File: src/rtl/riscv_pkg.sv
// Shared RV32I constants, ALU operation and FSM state types.
package riscv_pkg;

   localparam logic [6:0] OPC_LUI    = 7'b0110111;
   localparam logic [6:0] OPC_AUIPC  = 7'b0010111;
   localparam logic [6:0] OPC_JAL    = 7'b1101111;
   localparam logic [6:0] OPC_JALR   = 7'b1100111;
   localparam logic [6:0] OPC_BRANCH = 7'b1100011;
   localparam logic [6:0] OPC_LOAD   = 7'b0000011;
   localparam logic [6:0] OPC_STORE  = 7'b0100011;
   localparam logic [6:0] OPC_OP_IMM = 7'b0010011;
   localparam logic [6:0] OPC_OP     = 7'b0110011;

   // ALU funct3
   localparam logic [2:0] F3_ADD  = 3'b000;
   localparam logic [2:0] F3_SLL  = 3'b001;
   localparam logic [2:0] F3_SLT  = 3'b010;
   localparam logic [2:0] F3_SLTU = 3'b011;
   localparam logic [2:0] F3_XOR  = 3'b100;
   localparam logic [2:0] F3_SR   = 3'b101;
   localparam logic [2:0] F3_OR   = 3'b110;

   // Branch funct3
   localparam logic [2:0] F3_BEQ  = 3'b000;
   localparam logic [2:0] F3_BNE  = 3'b001;
   localparam logic [2:0] F3_BLT  = 3'b100;
   localparam logic [2:0] F3_BGE  = 3'b101;
   localparam logic [2:0] F3_BLTU = 3'b110;
   localparam logic [2:0] F3_BGEU = 3'b111;

   // Load/store funct3
   localparam logic [2:0] F3_LB  = 3'b000;
   localparam logic [2:0] F3_LH  = 3'b001;
   localparam logic [2:0] F3_LBU = 3'b100;
   localparam logic [2:0] F3_LHU = 3'b101;

   typedef enum logic [3:0] {
      ALU_ADD, ALU_SUB, ALU_SLL, ALU_SLT, ALU_SLTU,
      ALU_XOR, ALU_SRL, ALU_SRA, ALU_OR, ALU_AND
   } alu_op_t;

   typedef enum logic [1:0] {
      ST_FETCH, ST_EXEC, ST_LWB
   } state_t;

   // alt selects SUB/SRA (instruction bit 30)
   function automatic alu_op_t alu_op_decode(input logic [2:0] f3, input logic alt);
      case (f3)
         F3_ADD:  return alt ? ALU_SUB : ALU_ADD;
         F3_SLL:  return ALU_SLL;
         F3_SLT:  return ALU_SLT;
         F3_SLTU: return ALU_SLTU;
         F3_XOR:  return ALU_XOR;
         F3_SR:   return alt ? ALU_SRA : ALU_SRL;
         F3_OR:   return ALU_OR;
         default: return ALU_AND;
      endcase
   endfunction

endpackage

File: src/rtl/riscv_if.sv
// Instruction/data memory bus between the core (master) and memories (slave).
interface riscv_if;
   logic [31:0] instr_in;
   logic [31:0] imaddr_out;
   logic [31:0] dmdata_in;
   logic [31:0] dmaddr_out;
   logic [3:0]  dmwr_mask_out;
   logic        dmwr_req_out;
   logic [31:0] dmdata_out;

   modport master (
      input  instr_in, dmdata_in,
      output imaddr_out, dmaddr_out, dmwr_mask_out, dmwr_req_out, dmdata_out
   );

   modport slave (
      output instr_in, dmdata_in,
      input  imaddr_out, dmaddr_out, dmwr_mask_out, dmwr_req_out, dmdata_out
   );
endinterface

File: src/rtl/riscv_alu.sv
// Combinational RV32I ALU with branch-compare flags on the same operands.
module riscv_alu
   import riscv_pkg::*;
(
   input  logic [31:0] i_a,
   input  logic [31:0] i_b,
   input  alu_op_t     i_op,
   output logic [31:0] o_result,
   output logic        o_eq,
   output logic        o_lt,
   output logic        o_ltu
);

   assign o_eq  = (i_a == i_b);
   assign o_lt  = ($signed(i_a) < $signed(i_b));
   assign o_ltu = (i_a < i_b);

   // Result select by operation
   always_comb begin
      o_result = '0;
      case (i_op)
         ALU_ADD:  o_result = i_a + i_b;
         ALU_SUB:  o_result = i_a - i_b;
         ALU_SLL:  o_result = i_a << i_b[4:0];
         ALU_SLT:  o_result = {31'b0, o_lt};
         ALU_SLTU: o_result = {31'b0, o_ltu};
         ALU_XOR:  o_result = i_a ^ i_b;
         ALU_SRL:  o_result = i_a >> i_b[4:0];
         ALU_SRA:  o_result = $signed(i_a) >>> i_b[4:0];
         ALU_OR:   o_result = i_a | i_b;
         default:  o_result = i_a & i_b;
      endcase
   end

endmodule

File: src/rtl/riscv_top.sv
// Multi-cycle RV32I core: FETCH -> EXEC -> (loads) LWB, direct memory bus.
module riscv_top
   import riscv_pkg::*;
#(
   parameter logic [31:0] RESET_PC = 32'h0000_0000
) (
   input  logic     clk_in,
   input  logic     rst_in,
   riscv_if.master  bus
);

   state_t      r_state, w_state_nxt;
   logic [31:0] r_pc;
   logic [31:0] r_regs [0:31];
   logic [31:0] r_ld_addr;
   logic [2:0]  r_ld_f3;
   logic [4:0]  r_ld_rd;

   logic [31:0] w_instr, w_rs1, w_rs2;
   logic [6:0]  w_opc;
   logic [4:0]  w_rd, w_rs1_idx, w_rs2_idx;
   logic [2:0]  w_f3;
   logic [31:0] w_imm_i, w_imm_s, w_imm_b, w_imm_u, w_imm_j;
   logic [31:0] w_alu_a, w_alu_b, w_alu;
   alu_op_t     w_alu_op;
   logic        w_eq, w_lt, w_ltu, w_taken;
   logic        w_is_load, w_is_store, w_wb_en;
   logic [31:0] w_pc_seq, w_pc_nxt, w_wb_data;
   logic [3:0]  w_st_mask;
   logic [31:0] w_st_data, w_ld_data;
   logic [7:0]  w_ld_b;
   logic [15:0] w_ld_h;

   assign w_instr   = bus.instr_in;
   assign w_opc     = w_instr[6:0];
   assign w_rd      = w_instr[11:7];
   assign w_f3      = w_instr[14:12];
   assign w_rs1_idx = w_instr[19:15];
   assign w_rs2_idx = w_instr[24:20];

   assign w_imm_i = {{20{w_instr[31]}}, w_instr[31:20]};
   assign w_imm_s = {{20{w_instr[31]}}, w_instr[31:25], w_instr[11:7]};
   assign w_imm_b = {{19{w_instr[31]}}, w_instr[31], w_instr[7], w_instr[30:25], w_instr[11:8], 1'b0};
   assign w_imm_u = {w_instr[31:12], 12'b0};
   assign w_imm_j = {{11{w_instr[31]}}, w_instr[31], w_instr[19:12], w_instr[20], w_instr[30:21], 1'b0};

   assign w_rs1 = (w_rs1_idx == 5'd0) ? '0 : r_regs[w_rs1_idx];
   assign w_rs2 = (w_rs2_idx == 5'd0) ? '0 : r_regs[w_rs2_idx];

   assign w_is_load  = (w_opc == OPC_LOAD);
   assign w_is_store = (w_opc == OPC_STORE);
   assign w_pc_seq   = r_pc + 32'd4;

   // ALU operand/operation select; loads/stores/JALR reuse the adder for rs1+imm
   always_comb begin
      w_alu_a  = w_rs1;
      w_alu_b  = w_imm_i;
      w_alu_op = ALU_ADD;
      case (w_opc)
         OPC_OP: begin
            w_alu_b  = w_rs2;
            w_alu_op = alu_op_decode(w_f3, w_instr[30]);
         end
         OPC_OP_IMM: w_alu_op = alu_op_decode(w_f3, (w_f3 == F3_SR) && w_instr[30]);
         OPC_LUI: begin
            w_alu_a = '0;
            w_alu_b = w_imm_u;
         end
         OPC_AUIPC: begin
            w_alu_a = r_pc;
            w_alu_b = w_imm_u;
         end
         OPC_STORE:  w_alu_b = w_imm_s;
         OPC_BRANCH: begin
            w_alu_b  = w_rs2;
            w_alu_op = ALU_SUB;
         end
         default: ;
      endcase
   end

   riscv_alu u_alu (
      .i_a      (w_alu_a),
      .i_b      (w_alu_b),
      .i_op     (w_alu_op),
      .o_result (w_alu),
      .o_eq     (w_eq),
      .o_lt     (w_lt),
      .o_ltu    (w_ltu)
   );

   // Branch condition and next-PC selection
   always_comb begin
      case (w_f3)
         F3_BEQ:  w_taken = w_eq;
         F3_BNE:  w_taken = !w_eq;
         F3_BLT:  w_taken = w_lt;
         F3_BGE:  w_taken = !w_lt;
         F3_BLTU: w_taken = w_ltu;
         F3_BGEU: w_taken = !w_ltu;
         default: w_taken = 1'b0;
      endcase
      w_pc_nxt = w_pc_seq;
      case (w_opc)
         OPC_JAL:    w_pc_nxt = r_pc + w_imm_j;
         OPC_JALR:   w_pc_nxt = {w_alu[31:1], 1'b0};
         OPC_BRANCH: if (w_taken) w_pc_nxt = r_pc + w_imm_b;
         default: ;
      endcase
   end

   // EXEC write-back enable and value
   always_comb begin
      w_wb_en   = (w_opc == OPC_LUI) || (w_opc == OPC_AUIPC) || (w_opc == OPC_JAL) ||
                  (w_opc == OPC_JALR) || (w_opc == OPC_OP) || (w_opc == OPC_OP_IMM);
      w_wb_data = ((w_opc == OPC_JAL) || (w_opc == OPC_JALR)) ? w_pc_seq : w_alu;
   end

   // Store lane alignment from effective address
   always_comb begin
      case (w_f3[1:0])
         2'b00: begin
            w_st_mask = 4'b0001 << w_alu[1:0];
            w_st_data = {24'b0, w_rs2[7:0]} << {w_alu[1:0], 3'b000};
         end
         2'b01: begin
            w_st_mask = 4'b0011 << {w_alu[1], 1'b0};
            w_st_data = {16'b0, w_rs2[15:0]} << {w_alu[1], 4'b0000};
         end
         default: begin
            w_st_mask = 4'b1111;
            w_st_data = w_rs2;
         end
      endcase
   end

   // Load lane select and extension using the address latched in EXEC
   always_comb begin
      case (r_ld_addr[1:0])
         2'd0:    w_ld_b = bus.dmdata_in[7:0];
         2'd1:    w_ld_b = bus.dmdata_in[15:8];
         2'd2:    w_ld_b = bus.dmdata_in[23:16];
         default: w_ld_b = bus.dmdata_in[31:24];
      endcase
      w_ld_h = r_ld_addr[1] ? bus.dmdata_in[31:16] : bus.dmdata_in[15:0];
      case (r_ld_f3)
         F3_LB:   w_ld_data = {{24{w_ld_b[7]}}, w_ld_b};
         F3_LH:   w_ld_data = {{16{w_ld_h[15]}}, w_ld_h};
         F3_LBU:  w_ld_data = {24'b0, w_ld_b};
         F3_LHU:  w_ld_data = {16'b0, w_ld_h};
         default: w_ld_data = bus.dmdata_in;
      endcase
   end

   // FSM state register
   always_ff @(posedge clk_in) begin
      if (rst_in) r_state <= ST_FETCH;
      else        r_state <= w_state_nxt;
   end

   // FSM next-state
   always_comb begin
      w_state_nxt = ST_FETCH;
      case (r_state)
         ST_FETCH: w_state_nxt = ST_EXEC;
         ST_EXEC:  w_state_nxt = w_is_load ? ST_LWB : ST_FETCH;
         default:  w_state_nxt = ST_FETCH;
      endcase
   end

   // FSM outputs; gated by rst_in so an aborted store never reaches memory
   always_comb begin
      bus.dmwr_req_out  = 1'b0;
      bus.dmwr_mask_out = '0;
      bus.dmaddr_out    = '0;
      bus.dmdata_out    = '0;
      if (!rst_in) begin
         case (r_state)
            ST_EXEC: begin
               if (w_is_store) begin
                  bus.dmwr_req_out  = 1'b1;
                  bus.dmwr_mask_out = w_st_mask;
                  bus.dmaddr_out    = w_alu;
                  bus.dmdata_out    = w_st_data;
               end else if (w_is_load) begin
                  bus.dmaddr_out = w_alu;
               end
            end
            ST_LWB:  bus.dmaddr_out = r_ld_addr;
            default: ;
         endcase
      end
   end

   assign bus.imaddr_out = r_pc;

   // PC, register file and load context updates
   always_ff @(posedge clk_in) begin
      if (rst_in) begin
         r_pc      <= RESET_PC;
         r_regs    <= '{default: '0};
         r_ld_addr <= '0;
         r_ld_f3   <= '0;
         r_ld_rd   <= '0;
      end else begin
         case (r_state)
            ST_EXEC: begin
               if (w_is_load) begin
                  r_ld_addr <= w_alu;
                  r_ld_f3   <= w_f3;
                  r_ld_rd   <= w_rd;
               end else begin
                  r_pc <= w_pc_nxt;
               end
               if (w_wb_en && (w_rd != 5'd0)) r_regs[w_rd] <= w_wb_data;
            end
            ST_LWB: begin
               if (r_ld_rd != 5'd0) r_regs[r_ld_rd] <= w_ld_data;
               r_pc <= w_pc_seq;
            end
            default: ;
         endcase
      end
   end

endmodule

File: src/flat_wrapper.sv
// flat-port wrapper written by rule: the top's interface ports become plain ports
module riscv_top_flat import riscv_pkg::*;
#(
   parameter logic [31:0] RESET_PC = 32'h0000_0000
)
  (clk_in, rst_in, bus_instr_in, bus_dmdata_in, bus_imaddr_out, bus_dmaddr_out, bus_dmwr_mask_out, bus_dmwr_req_out, bus_dmdata_out);
  riscv_if bus_i ();
  input  logic clk_in;
  input  logic rst_in;
  input wire logic [$bits(bus_i.instr_in)-1:0] bus_instr_in;
  input wire logic [$bits(bus_i.dmdata_in)-1:0] bus_dmdata_in;
  output wire logic [$bits(bus_i.imaddr_out)-1:0] bus_imaddr_out;
  output wire logic [$bits(bus_i.dmaddr_out)-1:0] bus_dmaddr_out;
  output wire logic [$bits(bus_i.dmwr_mask_out)-1:0] bus_dmwr_mask_out;
  output wire logic [$bits(bus_i.dmwr_req_out)-1:0] bus_dmwr_req_out;
  output wire logic [$bits(bus_i.dmdata_out)-1:0] bus_dmdata_out;
  assign bus_i.instr_in = bus_instr_in;
  assign bus_i.dmdata_in = bus_dmdata_in;
  assign bus_imaddr_out = bus_i.imaddr_out;
  assign bus_dmaddr_out = bus_i.dmaddr_out;
  assign bus_dmwr_mask_out = bus_i.dmwr_mask_out;
  assign bus_dmwr_req_out = bus_i.dmwr_req_out;
  assign bus_dmdata_out = bus_i.dmdata_out;
  riscv_top #(.RESET_PC(RESET_PC)) u_core (.clk_in(clk_in), .rst_in(rst_in), .bus(bus_i));
endmodule
File: config.mk
export PLATFORM = sky130hd
export DESIGN_NAME = riscv_top_flat
export DESIGN_NICKNAME = d
export VERILOG_FILES = /design/src/rtl/riscv_pkg.sv /design/src/rtl/riscv_if.sv /design/src/rtl/riscv_alu.sv /design/src/rtl/riscv_top.sv /design/src/flat_wrapper.sv
export SDC_FILE = /design/constraint.sdc
export NUM_CORES = 2
export LEC_CHECK = 0
export CELL_PAD_IN_SITES_DETAIL_PLACEMENT = 2
export CELL_PAD_IN_SITES_GLOBAL_PLACEMENT = 2
export CORE_MARGIN = 2
export CORE_UTILIZATION = 37
export CTS_BUF_LIST = sky130_fd_sc_hd__clkbuf_8
export CTS_CLUSTER_DIAMETER = 200
export DETAILED_ROUTE_END_ITERATION = 8
export GPL_TIMING_DRIVEN = 1
export PLACE_DENSITY_LB_ADDON = 0.2
export SYNTH_ARGS = -nofsm -noshare
export SYNTH_HDL_FRONTEND = slang
export SYNTH_SLANG_ARGS = --single-unit
File: constraint.sdc
create_clock -name clk_in -period 10.85 [get_ports clk_in]
set_clock_uncertainty 0.2 [all_clocks]
set_input_delay 2.17 -clock clk_in [delete_from_list [all_inputs] [get_ports clk_in]]
set_output_delay 2.17 -clock clk_in [all_outputs]
set_load 0.1 [all_outputs]
==> flow_summary.yaml <==
status:
  status: "complete, but fails checks"
  failed_checks: "design-rule violations, negative setup slack"
die:
  initial_utilization: 0.372
  die_area_sq_um: 211000
  core_sq_um: 207000
  die_h_microns: 460
  row_count: 167
  pin_count: 167
  die_w_microns: 460
setup_path:
  worstSetupPathType: "input pin to output pin"
  path_max_fanout: 8
  critPathLaunchType: "input pin"
  worstPathArrival_ns: 8.51
  critical_path_required_ns: 8.48
  end_kind: "output pin"
timing:
  tns_ns: -0.0341
  fin_crit_sh: 1.00
  slew_viol_final: 0
  setup_slack_ns: -0.0341
  worst_pin_slew_ns: 1.45
  max_freq_ghz: 0.0919
  maxSlewHeadroom: 0.0267
  setup_viol: 1
  finalHoldViolations: 0
  fin_crit_ns: 10.88
  whs_ns: 0.265
placement:
  post-place-ws_ns: -0.900
  dp.final_hpwl_microns: 394000
  dpl_cell_area_sq_um: 88000
  place.gp.congestion: 1.08
  io_buffers: 165
  placed_cells: 11956
worst_hold_path:
  hold_path.class: "flop to flop"
yosys:
  synth_top_cell_area_share: 0.286
  yosysSeqAreaShare: 0.286
  ys_seq_elements: 1097
  syn_area_per_cell_sq_um: 8.47
  synth_edf_count: 0
  ys_types: 98
  yosys.area.top_type: "dfxtp_1"
  syn_area_sq_um: 76900
  netlist_instances: 9071
  yosysWarnings: 0
  ys.flop_type: "dfxtp_1"
  async_reset_ff_frac: 0
  synth_nets: 9289
  synth_area_leaders: "dfxtp_1 29%, mux4_2 14%, o21ai_0 7.0%"
layout:
  final_common_cell: "dfxtp_1"
  area_growth_pct: 22.7
  final_cells: 12415
  n_fill_cell: 22402
  mostFrequentLayoutCells: "1097 x dfxtp_1, 1064 x o21ai_0, 989 x buf_4"
  multi_input_comb_area_sq_um: 52000
  drive_gt1_frac: 0.257
  final_util: 0.456
  seq_area_sq_um: 22000
  nNetsFinal: 9755
  final_area_sq_um: 94300
job:
  cap_violations: 0
cts:
  clk-insertion-delay-late_ns: 1.08
  cts_made_buffers: 206
  cts_max_level: 4
  cts_sinks: 1097
  clkTransAtPathRegs_ns: 0.06
  cts-root-buf: "clkbuf_8"
  cts_buffer_depth: 3
  cts_tree: "done"
routing:
  viasPerCell: 7.44
  wl_per_cell_microns: 43.2
  ant_nets: 0
  vias: 92349
  wirelength_microns: 537000
  remaining_drc_errors: 9
  firstDrtPassIters: 9
  drt-initial-drc-count: 13108
pwr:
  p_per_area_nw_per_um2: 122
  power_mw: 11.5
  p_leak_nw: 34.0
  peakVddDrop_mv: 0.136
global_routing:
  grt_max_degree: 147
  grt_pass1_vias: 92925
  grtUsageTotal: 0.487
  antenna_found_initial: 33
  grt_overflow_total: 0
  grt_pass1_wl_microns: 741000
## cells by family (layout without fill, tap and decap cells)
group,count (synthesis),in the layout,synth area share
other,1,20,0.0000488
xor gates and xnor gates,90,90,0.0103
and+or+nand+nor,2467,2467,0.144
buffers and inverters,1127,1748,0.0611
AOI/OAI and AO/OA,3383,3383,0.295
DFF,1097,1097,0.286
muxes,754,754,0.179
adders and majority gates,152,152,0.0251
## path summary, 6_finish.rpt
check | start | end | slack (ns) | cells past startpoint
max | bus_instr_in[24] | bus_dmaddr_out[28] | -0.03 | 25
min reg2reg | u_core.r_ld_addr[17] | u_core.r_ld_addr[17] | 0.27 | 2
max reg2reg | u_core.r_regs[516] | u_core.r_regs[314] | 3.49 | 23
min | u_core.r_ld_addr[17] | u_core.r_ld_addr[17] | 0.27 | 2
## area by class of cell
| type | count | area share |
|---|---|---|
| repair buffers | 1258 | 0.127 |
| well taps | 2704 | 0.0359 |
| diodes | 19 | 0.000504 |
| clock buffers | 269 | 0.0393 |
| inverters | 127 | 0.00520 |
| flip-flops and latches | 1097 | 0.233 |
| clock inverters | 94 | 0.00774 |
| multi-input cells | 6847 | 0.551 |
## what timing repair did
action | CTS | global route
cloned | 6 | 9
pin swaps | 7 | 39
hold buffers | 0 | 0
gates resized for setup | 71 | 106
setup endpoints to repair | 53 | 50
buffers inserted | 14 | 49
## synthesized netlist by cell type, drive strengths merged (160+ instances only)
master     n
o22ai    160
nor3     271
mux2i    219
clkbuf   774
nand3    275
a221oi   379
o21ai   1142
a21oi    442
mux4     492
nor2    1017
buf      226
nand2    546
dfxtp   1097
a22oi    461
## flip-flops by register name (all words and copies together) (netlist names)
signal	flops
u_core.r_state	2
u_core.bus.imaddr_out	31
u_core.r_ld_addr	32
u_core.r_regs	1024
u_core.r_ld_rd	5
u_core.r_ld_f3	3
## where the power goes
group | internal [mW] | switching [mW] | leakage, nW
clock | 2.36 | 2.16 | 2.48
combinational | 0.845 | 2.03 | 22.7
sequential | 4.06 | 0.0518 | 8.84
total | 7.27 | 4.24 | 34.0
## worst max-delay path, cell delays in order
cell and delay [ns]:
buf_4 0.33, buf_4 0.27, nor2b_1 0.55, a22oi_1 0.19
a41oi_1 0.25, buf_4 0.18, a31oi_1 0.27, nor2_4 0.33
ha_4 0.18, and3b_1 0.21, o21ai_2 0.08, o211a_1 0.16
or4b_4 0.54, a311o_2 0.46, a211oi_4 0.42, buf_4 0.19
nor2_2 0.04, o31a_1 0.31, a221o_1 0.31, a221oi_2 0.24
o21ai_2 0.13, a22oi_2 0.21, buf_4 0.15, nor2_4 0.04
buf_12 0.20
## metal layers
| metal | vias to the layer above | GRT usage | wire length [microns] |
|---|---|---|---|
| li1 | 35980 | - | - |
| met1 | 47655 | 0.584 | 196000 |
| met2 | 6690 | 0.746 | 233000 |
| met3 | 1994 | 0.140 | 59800 |
| met4 | 30 | 0.346 | 47300 |
| met5 | - | 0 | 222 |
(Power assumes the default switching activity.)
